--- config.mk ---
export PLATFORM = sky130hd
export DESIGN_NAME = data_c_pipe_sync_chain
export DESIGN_NICKNAME = d
export VERILOG_FILES = /design/src/rtl/data_c_pipe_sync_chain.sv
export SDC_FILE = /design/constraint.sdc
export NUM_CORES = 1
export LEC_CHECK = 0
export CORE_MARGIN = 1.5
export CORE_UTILIZATION = 48
export CTS_BUF_LIST = sky130_fd_sc_hd__clkbuf_4
export DETAILED_ROUTE_END_ITERATION = 6
export GPL_ROUTABILITY_DRIVEN = 0
export PLACE_DENSITY = 0.79
export SLEW_MARGIN = 25
export SYNTH_ARGS = -nofsm -noshare
export SYNTH_HDL_FRONTEND = slang
export SYNTH_SLANG_ARGS = --single-unit
--- constraint.sdc ---
create_clock -name clock -period 2.8 [get_ports clock]
set_clock_uncertainty 0.2 [all_clocks]
set_input_delay 0.28 -clock clock [delete_from_list [all_inputs] [get_ports clock]]
set_output_delay 0.28 -clock clock [all_outputs]
set_load 0.02 [all_outputs]
--- src/rtl/data_c_pipe_sync_chain.sv ---
`default_nettype none
// ============================================================================
// Module   : data_c_pipe_sync_chain
// Brief    : LAT-stage elastic valid/ready pipeline with per-stage sideband
//            capture, synchronous flush and occupancy count.
//            Optional macro PIPE_SYNC_CHAIN_SKID_EN turns every stage into a
//            2-entry skid slice with registered ready (capacity 2*LAT).
// Revision : 1.0 - initial release
// ============================================================================
module data_c_pipe_sync_chain #(
  parameter int LAT   = 4,
  parameter int DSIZE = 32,
  parameter int SSIZE = 32
) (
  input  logic                          clock,
  input  logic                          rst_n,
  input  logic                          flush,
  input  logic                          in_valid,
  output logic                          in_ready,
  input  logic [DSIZE-1:0]              in_data,
  input  logic [LAT-1:0][SSIZE-1:0]     in_datas,
  output logic [LAT-1:0][SSIZE-1:0]     out_datas,
  output logic                          out_valid,
  input  logic                          out_ready,
  output logic [DSIZE-1:0]              out_data,
  output logic [LAT-1:0]                stage_valid,
  output logic [$clog2(2*LAT+1)-1:0]    occupancy
);

  localparam int c_occ_w = $clog2(2*LAT+1);

  // Per-stage view shared by both builds: occupied flag, head payload, ready.
  logic [LAT-1:0]            w_sv;
  logic [LAT-1:0][DSIZE-1:0] w_sd;
  logic [LAT-1:0]            w_rdy;
  // Links between neighbouring stages.
  logic [LAT-1:0]            w_up_valid;
  logic [LAT-1:0][DSIZE-1:0] w_up_data;
  logic [LAT-1:0]            w_dn_ready;
  logic [LAT-1:0]            w_push;
  logic                      w_in_fire;
  logic                      w_out_fire;

  logic [LAT-1:0][SSIZE-1:0] r_side;
  logic [c_occ_w-1:0]        r_occ;

  for (genvar k = 0; k < LAT; k++) begin : g_link
    if (k == 0) begin : g_head
      assign w_up_valid[k] = in_valid;
      assign w_up_data[k]  = in_data;
    end else begin : g_body
      assign w_up_valid[k] = w_sv[k-1];
      assign w_up_data[k]  = w_sd[k-1];
    end
    if (k == LAT-1) begin : g_tail
      assign w_dn_ready[k] = out_ready;
    end else begin : g_mid
      assign w_dn_ready[k] = w_rdy[k+1];
    end
  end

  // Flush blocks every transfer so nothing lands in a stage that is being cleared.
  assign w_push     = w_up_valid & w_rdy & {LAT{~flush}};
  assign in_ready   = w_rdy[0] & ~flush;
  assign w_in_fire  = in_valid & in_ready;
  assign w_out_fire = out_valid & out_ready;

`ifdef PIPE_SYNC_CHAIN_SKID_EN
  logic [LAT-1:0][1:0]       r_cnt;
  logic [LAT-1:0][DSIZE-1:0] r_hd;
  logic [LAT-1:0][DSIZE-1:0] r_tl;
  logic [LAT-1:0]            w_pop;

  for (genvar k = 0; k < LAT; k++) begin : g_skid_view
    assign w_sv[k]  = (r_cnt[k] != 2'd0);
    assign w_sd[k]  = r_hd[k];
    // Ready depends only on this stage's own entry count, never on neighbours.
    assign w_rdy[k] = ~r_cnt[k][1];
  end

  assign w_pop = w_sv & w_dn_ready;

  // Two-slot skid buffer per stage: head feeds downstream, tail absorbs a stall.
  always_ff @(posedge clock or negedge rst_n) begin
    if (!rst_n) begin
      r_cnt <= '0;
      r_hd  <= '0;
      r_tl  <= '0;
    end else begin
      for (int k = 0; k < LAT; k++) begin
        if (flush) begin
          r_cnt[k] <= 2'd0;
        end else begin
          case ({w_push[k], w_pop[k]})
            2'b10: begin
              if (r_cnt[k] == 2'd0) begin
                r_hd[k]  <= w_up_data[k];
                r_cnt[k] <= 2'd1;
              end else begin
                r_tl[k]  <= w_up_data[k];
                r_cnt[k] <= 2'd2;
              end
            end
            2'b01: begin
              if (r_cnt[k] == 2'd2) begin
                r_hd[k]  <= r_tl[k];
                r_cnt[k] <= 2'd1;
              end else begin
                r_cnt[k] <= 2'd0;
              end
            end
            2'b11: begin
              // Push only happens with a free slot, so exactly one entry is replaced.
              r_hd[k] <= w_up_data[k];
            end
            default: begin
            end
          endcase
        end
      end
    end
  end
`else
  localparam logic [LAT-1:0] c_ones = '1;

  logic [LAT-1:0]            r_valid;
  logic [LAT-1:0][DSIZE-1:0] r_data;

  for (genvar k = 0; k < LAT; k++) begin : g_base_view
    assign w_sv[k]  = r_valid[k];
    assign w_sd[k]  = r_data[k];
    // A stage can accept when any stage at or after it has a hole, or the sink drains.
    assign w_rdy[k] = out_ready | (|(~r_valid & (c_ones << k)));
  end

  // Single-register stages: load on accept, empty when the token moves on.
  always_ff @(posedge clock or negedge rst_n) begin
    if (!rst_n) begin
      r_valid <= '0;
      r_data  <= '0;
    end else begin
      for (int k = 0; k < LAT; k++) begin
        if (flush) begin
          r_valid[k] <= 1'b0;
        end else if (w_push[k]) begin
          r_valid[k] <= 1'b1;
          r_data[k]  <= w_up_data[k];
        end else if (w_dn_ready[k]) begin
          r_valid[k] <= 1'b0;
        end
      end
    end
  end
`endif

  // Sideband sample: stage k grabs its own side input whenever it takes a token.
  always_ff @(posedge clock or negedge rst_n) begin
    if (!rst_n) begin
      r_side <= '0;
    end else begin
      for (int k = 0; k < LAT; k++) begin
        if (w_push[k]) begin
          r_side[k] <= in_datas[k];
        end
      end
    end
  end

  // Token count: +1 in, -1 out, cleared by flush.
  always_ff @(posedge clock or negedge rst_n) begin
    if (!rst_n) begin
      r_occ <= '0;
    end else if (flush) begin
      r_occ <= '0;
    end else begin
      case ({w_in_fire, w_out_fire})
        2'b10:   r_occ <= r_occ + c_occ_w'(1);
        2'b01:   r_occ <= r_occ - c_occ_w'(1);
        default: r_occ <= r_occ;
      endcase
    end
  end

  assign out_valid   = w_sv[LAT-1];
  assign out_data    = w_sd[LAT-1];
  assign out_datas   = r_side;
  assign stage_valid = w_sv;
  assign occupancy   = r_occ;

endmodule
`default_nettype wire

; After elaboration in Yosys (flattened, before gate mapping)
; Cells that the tools add are included.
[totals]
wordCells = 54
inputBits = 165
regBits = 264
[classes]
n_reduce_logical = 12
add_sub_neg = 2
bitwise = 11
n_eq_ne = 2
muxes = 14
[ops]
columns = cell, n
row1 = $reduce_bool A3 Y1, 5
row2 = $mux W1, 12
row3 = $and A4 B4 Y4, 2
row4 = $pmux W4 S2, 1
row5 = $reduce_and A2 Y1, 4
row6 = $add A4 B1 Y4 const B, 1
row7 = $mux W4, 1
row8 = $not A4 Y4, 1
row9 = $or A1 B1 Y1, 4
row10 = $reduce_or A4 Y1, 1
row11 = $sub A4 B1 Y4 const B, 1
row12 = $and A1 B1 Y1, 3
row13 = $reduce_or A3 Y1, 1
row14 = $eq A2 B1 Y1 const B, 1
row15 = $eq A2 B2 Y1 const B, 1
row16 = $reduce_or A2 Y1, 1
row17 = $not A1 Y1, 1

; Logic depth before layout (Yosys ltp)
; Gate-level depths: netlist of the first run.
[depth]
ltp_word = 8
depth_mapped = 8
depth_no_buf = 8

; Worst setup path before layout of the first run
; OpenSTA, ideal clock, no wires.
[synth_path]
path_type = reg2reg
startpoint = register r_valid[3], in the netlist stage_valid[3]
endpoint = register r_side (netlist bit out_datas[32])
path_buffers = 3
stages_incl_launch_ff = 8
arrival_time_ns = 1.910
t_required_ns = 2.475
slack_ns = 0.565
synth_period_minus_slack_ns = 2.235
path_cell_list = dfrtp_1 > nor2b_4 > and3_4 > buf_6 > or3b_4 > buf_12 > buf_12 > mux2_4
[synth_between]
elab_chain_len = 5
[synth_lines]
columns = item, line_no
row1 = "start, declared", 126  ; logic [LAT-1:0] r_valid;
row2 = "start signal, assigned", 139  ; r_valid <= '0;
row3 = "start signal, assigned by index", 144  ; r_valid[k] <= 1'b0;
row4 = "start signal, assigned by index", 146  ; r_valid[k] <= 1'b1;
row5 = $not A4 Y4, 133  ; assign w_rdy[k] = out_ready | (|(~r_valid & (c_ones << k)));
row6 = $reduce_or A3 Y1, 133
row7 = $or A1 B1 Y1, 133
row8 = $and A4 B4 Y4 (2 in a row), 63  ; assign w_push = w_up_valid & w_rdy & {LAT{~flush}};
row9 = "end signal, assigned by index", 163  ; r_side[k] <= in_datas[k];
row10 = "end, declared", 44  ; logic [LAT-1:0][SSIZE-1:0] r_side;
; Every way passes these cells.
; A chain may end at the register's enable or synchronous reset.

; Worst setup path in the final report of the first run
[layout_path]
startpoint = register r_valid[3], in the netlist stage_valid[3]
endpoint = output port in_ready
[layout_between]
elab_chain_len = 4
[layout_lines]
columns = item, line_no
row1 = $not A4 Y4, 133
row2 = $reduce_or A4 Y1, 133
row3 = $or A1 B1 Y1, 133
row4 = $and A1 B1 Y1, 64  ; assign in_ready = w_rdy[0] & ~flush;
row5 = "end, declared", 19  ; output logic in_ready,
; Every way passes these cells.

==> results of run 1 <==
[cell type report]
cell class / count / area [um^2]
antenna: 1 / 2.50
clock buffer: 110 / 826
clock inverter: 13 / 134
fill: 1389 / 5970
inverter: 1 / 3.75
multi-input combinational: 304 / 3440
sequential: 264 / 6610
tap: 280 / 350
timing repair buffer: 427 / 4360
[metal layers]
metal | wire (um) | vias to the layer above
met1 | 9480 | 3389
met2 | 12900 | 251
met4 | 412 | 0
li1 | - | 3124
met3 | 1920 | 34
met5 | 0 | -
[cell families after synthesis]
kind of cell,share of synthesized area (%)
DFF,62.5
and+or+nand+nor,1.65
muxes,29.4
AOI/OAI and AO/OA,1.03
adders and majority gates,0.237
xor gates and xnor gates,0.0829
buffers and inverters,5.12
[power breakdown]
group,leakage (nW),internal [mW],switching (mW)
logic,3.24,2.02,1.42
clock network,0.572,2.06,1.53
registers,3.20,4.75,0.496
[worst paths after layout]
check / to / slack, ns / cells after the start / startpoint
min in group clock: out_datas[99] / 0.06 / 2 / in_datas[99]
worst min-delay path: r_data[29] / 0.06 / 2 / rst_n
worst max register to register: r_data[56] / 0.52 / 5 / stage_valid[3]
worst min register to register: r_data[35] / 0.28 / 1 / r_data[3]
worst max-delay path: in_ready / 0.32 / 4 / stage_valid[3]
max in group asynchronous: out_datas[122] / 1.57 / 3 / rst_n
[timing repair]
action                                 CTS  global route
endpoints found under the hold margin  308            19
gates resized for setup                  1             0
hold buffers                            56            19
setup endpoints to repair                1             0
[sequential cells by signal, summed over array words and instances (netlist names)]
| name | flops |
|---|---|
| occupancy | 4 |
| out_data | 32 |
| out_datas | 128 |
| r_data | 96 |
| stage_valid | 4 |
[through the flow]
step / power (mW) / cells
global placement: 8.55 / 1201
global route: 12.9 / 1400
CTS: 12.4 / 1380
detailed placement: 8.68 / 1201
finish: 12.3 / 1400
floorplan: 7.18 / 631
[worst register-to-register path, cell delays in order, from the launching register on]
cell and delay, ns:
dfrtp_1 0.48, nor2b_4 0.25, and3_4 0.24, or3b_4 0.14
buf_12 0.41, mux2_2 0.46
[cells in the mapped netlist, drive strengths merged, types with 2 or more instances]
| cell type | n |
|---|---|
| a31o | 2 |
| nand3 | 4 |
| nand2b | 3 |
| nor3 | 2 |
| dfrtp | 264 |
| o21ai | 3 |
| nor2 | 7 |
| nor2b | 2 |
| ha | 2 |
| buf | 59 |
| a21oi | 7 |
| clkbuf | 3 |
| mux2 | 256 |
| nand4 | 2 |
==> impl_metrics.json, run 1 <==
{
  "status": "finished, final reports clean",
  "port_buffers": 334,
  "syn_nets": 798,
  "grt_usage_pct": 20.8,
  "cts_tree": "done",
  "setup_viol": 0,
  "final_common_cell": "clkdlybuf4s50_1",
  "drcViolationCount": 0,
  "setup_ws_ns": 0.319,
  "layout_common_cells": "clkdlybuf4s50_1, dfrtp_1, mux2_2",
  "vias_per_cell": 4.86,
  "yosys.area.top_type": "dfrtp_1",
  "synthesis.area_um2": 10600,
  "grt_max_degree": 90,
  "die-area_um2": 22900,
  "layout-drive-gt1-share_pct": 35.7,
  "worstMarginPinSlew_ns": 0.692,
  "critPathBufInv": 1,
  "fin_crit_ns": 2.48,
  "finalSetupTns_ns": 0,
  "peakVddDrop_uv": 442,
  "cts_setup_buffers": 0,
  "ys_seq_area_share_pct": 62.5,
  "routed_wl_um": 24700,
  "post-place-ws_ns": 0.240,
  "use_met1_pct": 23.8,
  "cts_buffers": 71,
  "synth_seq_cells": 264,
  "cp_slowest_cell": "dfrtp_1",
  "use_met2_pct": 35.8,
  "root_buffer": "clkbuf_4",
  "firstDrtPassIters": 4,
  "ios": 335,
  "relSlewSlack_pct": 53.9,
  "cts-htree-levels": 3,
  "antenna_found_initial": 1,
  "syn_inst": 631,
  "synthToLayoutAreaGrowth_pct": 48.7,
  "postSynthAreaPerCell_um2": 16.8,
  "yosysTopAreaCellShare_pct": 62.5,
  "busiest_layer": "met2",
  "die_x_um": 151,
  "antenna_left": 0,
  "design_area_um2": 15700,
  "cp_data_required_time_ns": 2.32,
  "vias": 6798,
  "placeableCoreArea_um2": 21700,
  "synth-edff-count": 0,
  "drv_cap": 0,
  "drt_iter0_drc": 165,
  "grt_pass1_wl_um": 36800,
  "path_clk_slew_ns": 0.06,
  "nets": 1236,
  "crit_chain": "nor2b_4 -> and3_4 -> a21oi_1 -> dlygate4sd2_1",
  "arrival_ns": 2.00,
  "fmax_mhz": 403,
  "leakagePower_nw": 7.02,
  "hold-worst-slack_ns": 0.0621,
  "worst_path_largest_cell_delay_ns": 0.48,
  "cp-start-kind": "flip-flop",
  "placed_cell_area_um2": 14000,
  "ys.flop_type": "dfrtp_1",
  "clock-sinks": 264,
  "hold_violations": 0,
  "min_path_type": "in -> async",
  "grtUsageMet3_pct": 7.08,
  "power_density_nw_per_um2": 781,
  "yosysWarnings": 0,
  "path_max_fanout": 8,
  "synth_area_leaders": "dfrtp_1, mux2_2, mux2_4",
  "grt_overflow": 0,
  "row_count": 54,
  "final_util_pct": 72.5,
  "grt_pass1_vias": 7218,
  "clkLatencyLatePin_ns": 0.64,
  "crit_type": "reg -> out",
  "cts_buffer_depth": 3,
  "dp_hpwl_um": 15800,
  "rsz0062_at_grt": "no",
  "ys_types": 35,
  "wl_per_cell_um": 17.6,
  "start_util_pct": 48.7,
  "path_delay_family": "simple AND/OR/NAND/NOR gates",
  "die_h_um": 151,
  "ys_async_sr_fraction_pct": 100,
  "cp-end-kind": "output pin",
  "period_share_pct": 88.6,
  "finalMaxSlewViolations": 0
}
Note: power is estimated with default switching activity, not from simulation.
==> run 2: changes to the inputs <==
--- a/config.mk
+++ b/config.mk
@@ -5,6 +5,7 @@
 export SDC_FILE = /design/constraint.sdc
 export NUM_CORES = 1
 export LEC_CHECK = 0
+export CORE_ASPECT_RATIO = 0.9
 export CORE_MARGIN = 1.5
 export CORE_UTILIZATION = 48
 export CTS_BUF_LIST = sky130_fd_sc_hd__clkbuf_4
==> impl_metrics.json, run 2 (synthesis gave the netlist of run 1 again) <==
{
  "dp_hpwl_um": 15400,
  "clock-sinks": 264,
  "clkLatencyLatePin_ns": 0.63,
  "ios": 335,
  "worstMarginPinSlew_ns": 0.611,
  "grt_usage_pct": 22.6,
  "root_buffer": "clkbuf_4",
  "grt_pass1_wl_um": 40600,
  "relSlewSlack_pct": 59.2,
  "row_count": 51,
  "wl_per_cell_um": 18.1,
  "cts_tree": "done",
  "port_buffers": 334,
  "path_max_fanout": 8,
  "crit_type": "reg -> out",
  "status": "finished, final reports clean",
  "die_x_um": 159,
  "drv_cap": 0,
  "cts_buffers": 70,
  "path_clk_slew_ns": 0.06,
  "path_delay_family": "simple AND/OR/NAND/NOR gates",
  "cts-htree-levels": 3,
  "largest_reg_flops": 128,
  "grt_pass1_vias": 7562,
  "cp-end-kind": "output pin",
  "crit_chain": "nor2b_4 -> and3_4 -> a21oi_1 -> dlygate4sd2_1",
  "vias": 7033,
  "antenna_left": 0,
  "antenna_found_initial": 3,
  "arrival_ns": 2.02,
  "cts_buffer_depth": 3,
  "layout_common_cells": "clkdlybuf4s50_1, dfrtp_1, mux2_2",
  "cp-start-kind": "flip-flop",
  "min_path_type": "in -> reg",
  "setup_ws_ns": 0.302,
  "grt_max_degree": 77,
  "holdPathStages": 2,
  "cp_num_cells": 4,
  "peakVddDrop_uv": 398,
  "period_share_pct": 89.2,
  "cp_data_required_time_ns": 2.32,
  "die-area_um2": 22900,
  "final_common_cell": "clkdlybuf4s50_1",
  "fin_crit_ns": 2.50,
  "power_density_nw_per_um2": 759,
  "routed_wl_um": 26200,
  "hold_violations": 0,
  "layout-drive-gt1-share_pct": 33.4,
  "firstDrtPassIters": 5,
  "cts_setup_buffers": 0,
  "finalSetupTns_ns": 0,
  "fmax_mhz": 400,
  "cp_slowest_cell": "dfrtp_1",
  "worst_path_largest_cell_delay_ns": 0.48,
  "finalMaxSlewViolations": 0,
  "leakagePower_nw": 7.13,
  "drt_iter0_drc": 264,
  "synthToLayoutAreaGrowth_pct": 51.9,
  "nets": 1278,
  "grt_overflow": 0,
  "post-place-ws_ns": 0.195,
  "rsz0062_at_grt": "no",
  "reg2reg_depth": 5,
  "setup_viol": 0,
  "vias_per_cell": 4.87,
  "critPathBufInv": 1,
  "die_h_um": 144,
  "placeableCoreArea_um2": 21600,
  "start_util_pct": 48.9,
  "drcViolationCount": 0
}
==> run 2: cell count changes in the layout (fill, tap and decap cells not counted), sizes merged <==
cell	delta
inv	+2
clkinvlp	+1
buf	-5
dlygate4sd3	+48
diode	+2
clkbuf	-12
clkinv	-3
==> run 2: routing by layer <==
layer	global-route usage, %	vias up	share of wire [%]
met5	0	-	0
met4	8.49	0	2.3
met3	7.13	54	6.1
met2	38.7	274	51
met1	27.0	3519	40
li1	-	3186	-
==> run 2: area by class of cell <==
class,instances,area (um^2)
Clock buffer,98,736
Tap cell,291,364
Inverter,1,3.75
Antenna cell,3,7.51
Fill cell,1338,5570
Sequential cell,264,6610
Clock inverter,13,133
Multi-Input combinational cell,304,3440
Timing Repair Buffer,470,4780
==> run 2: metrics by stage <==
stage                     cells  utilization (%)  area [um^2]  total power [mW]  hold WS [ns]
after CTS                  1428             73.6        15900              12.2      0.000537
after floorplan             631                -        10600              7.18        -0.216
after global routing       1444             74.3        16100              12.8       -0.0105
after detailed placement   1207             64.5        14000              8.66         0.119
after global placement     1207             64.5        14000              8.55         0.121
final                      1444             74.3        16100              12.2        0.0634
==> run 2: path summary, 6_finish.rpt <==
| check | start | to | slack [ns] |
|---|---|---|---|
| setup / recovery | stage_valid[3] | in_ready | 0.30 |
| hold / removal | in_datas[111] | out_datas[111] | 0.06 |
| setup reg to reg | stage_valid[3] | r_data[58] | 0.51 |
| hold reg to reg | r_data[68] | out_data[4] | 0.28 |
| max in group asynchronous | rst_n | out_datas[46] | 0.77 |
| min in group asynchronous | rst_n | out_datas[70] | 0.56 |
==> run 2: worst register-to-register path, delay by kind of cell, from the launching register on <==
family,cells,cell delay (ns)
and+or+nand+nor,3,0.64
DFF,1,0.48
muxes,1,0.44
buffers and inverters,1,0.40
==> run 2: power by group <==
group	switching, mW	internal, mW
combinational	1.45	2.06
clock	1.54	1.87
sequential	0.506	4.75
total	3.50	8.69
==> run 2: repair_timing <==
action,4_1_cts,5_1_grt
hold buffers,110,13
gates resized for setup,1,0
setup endpoints to repair,1,0
endpoints found under the hold margin,371,13
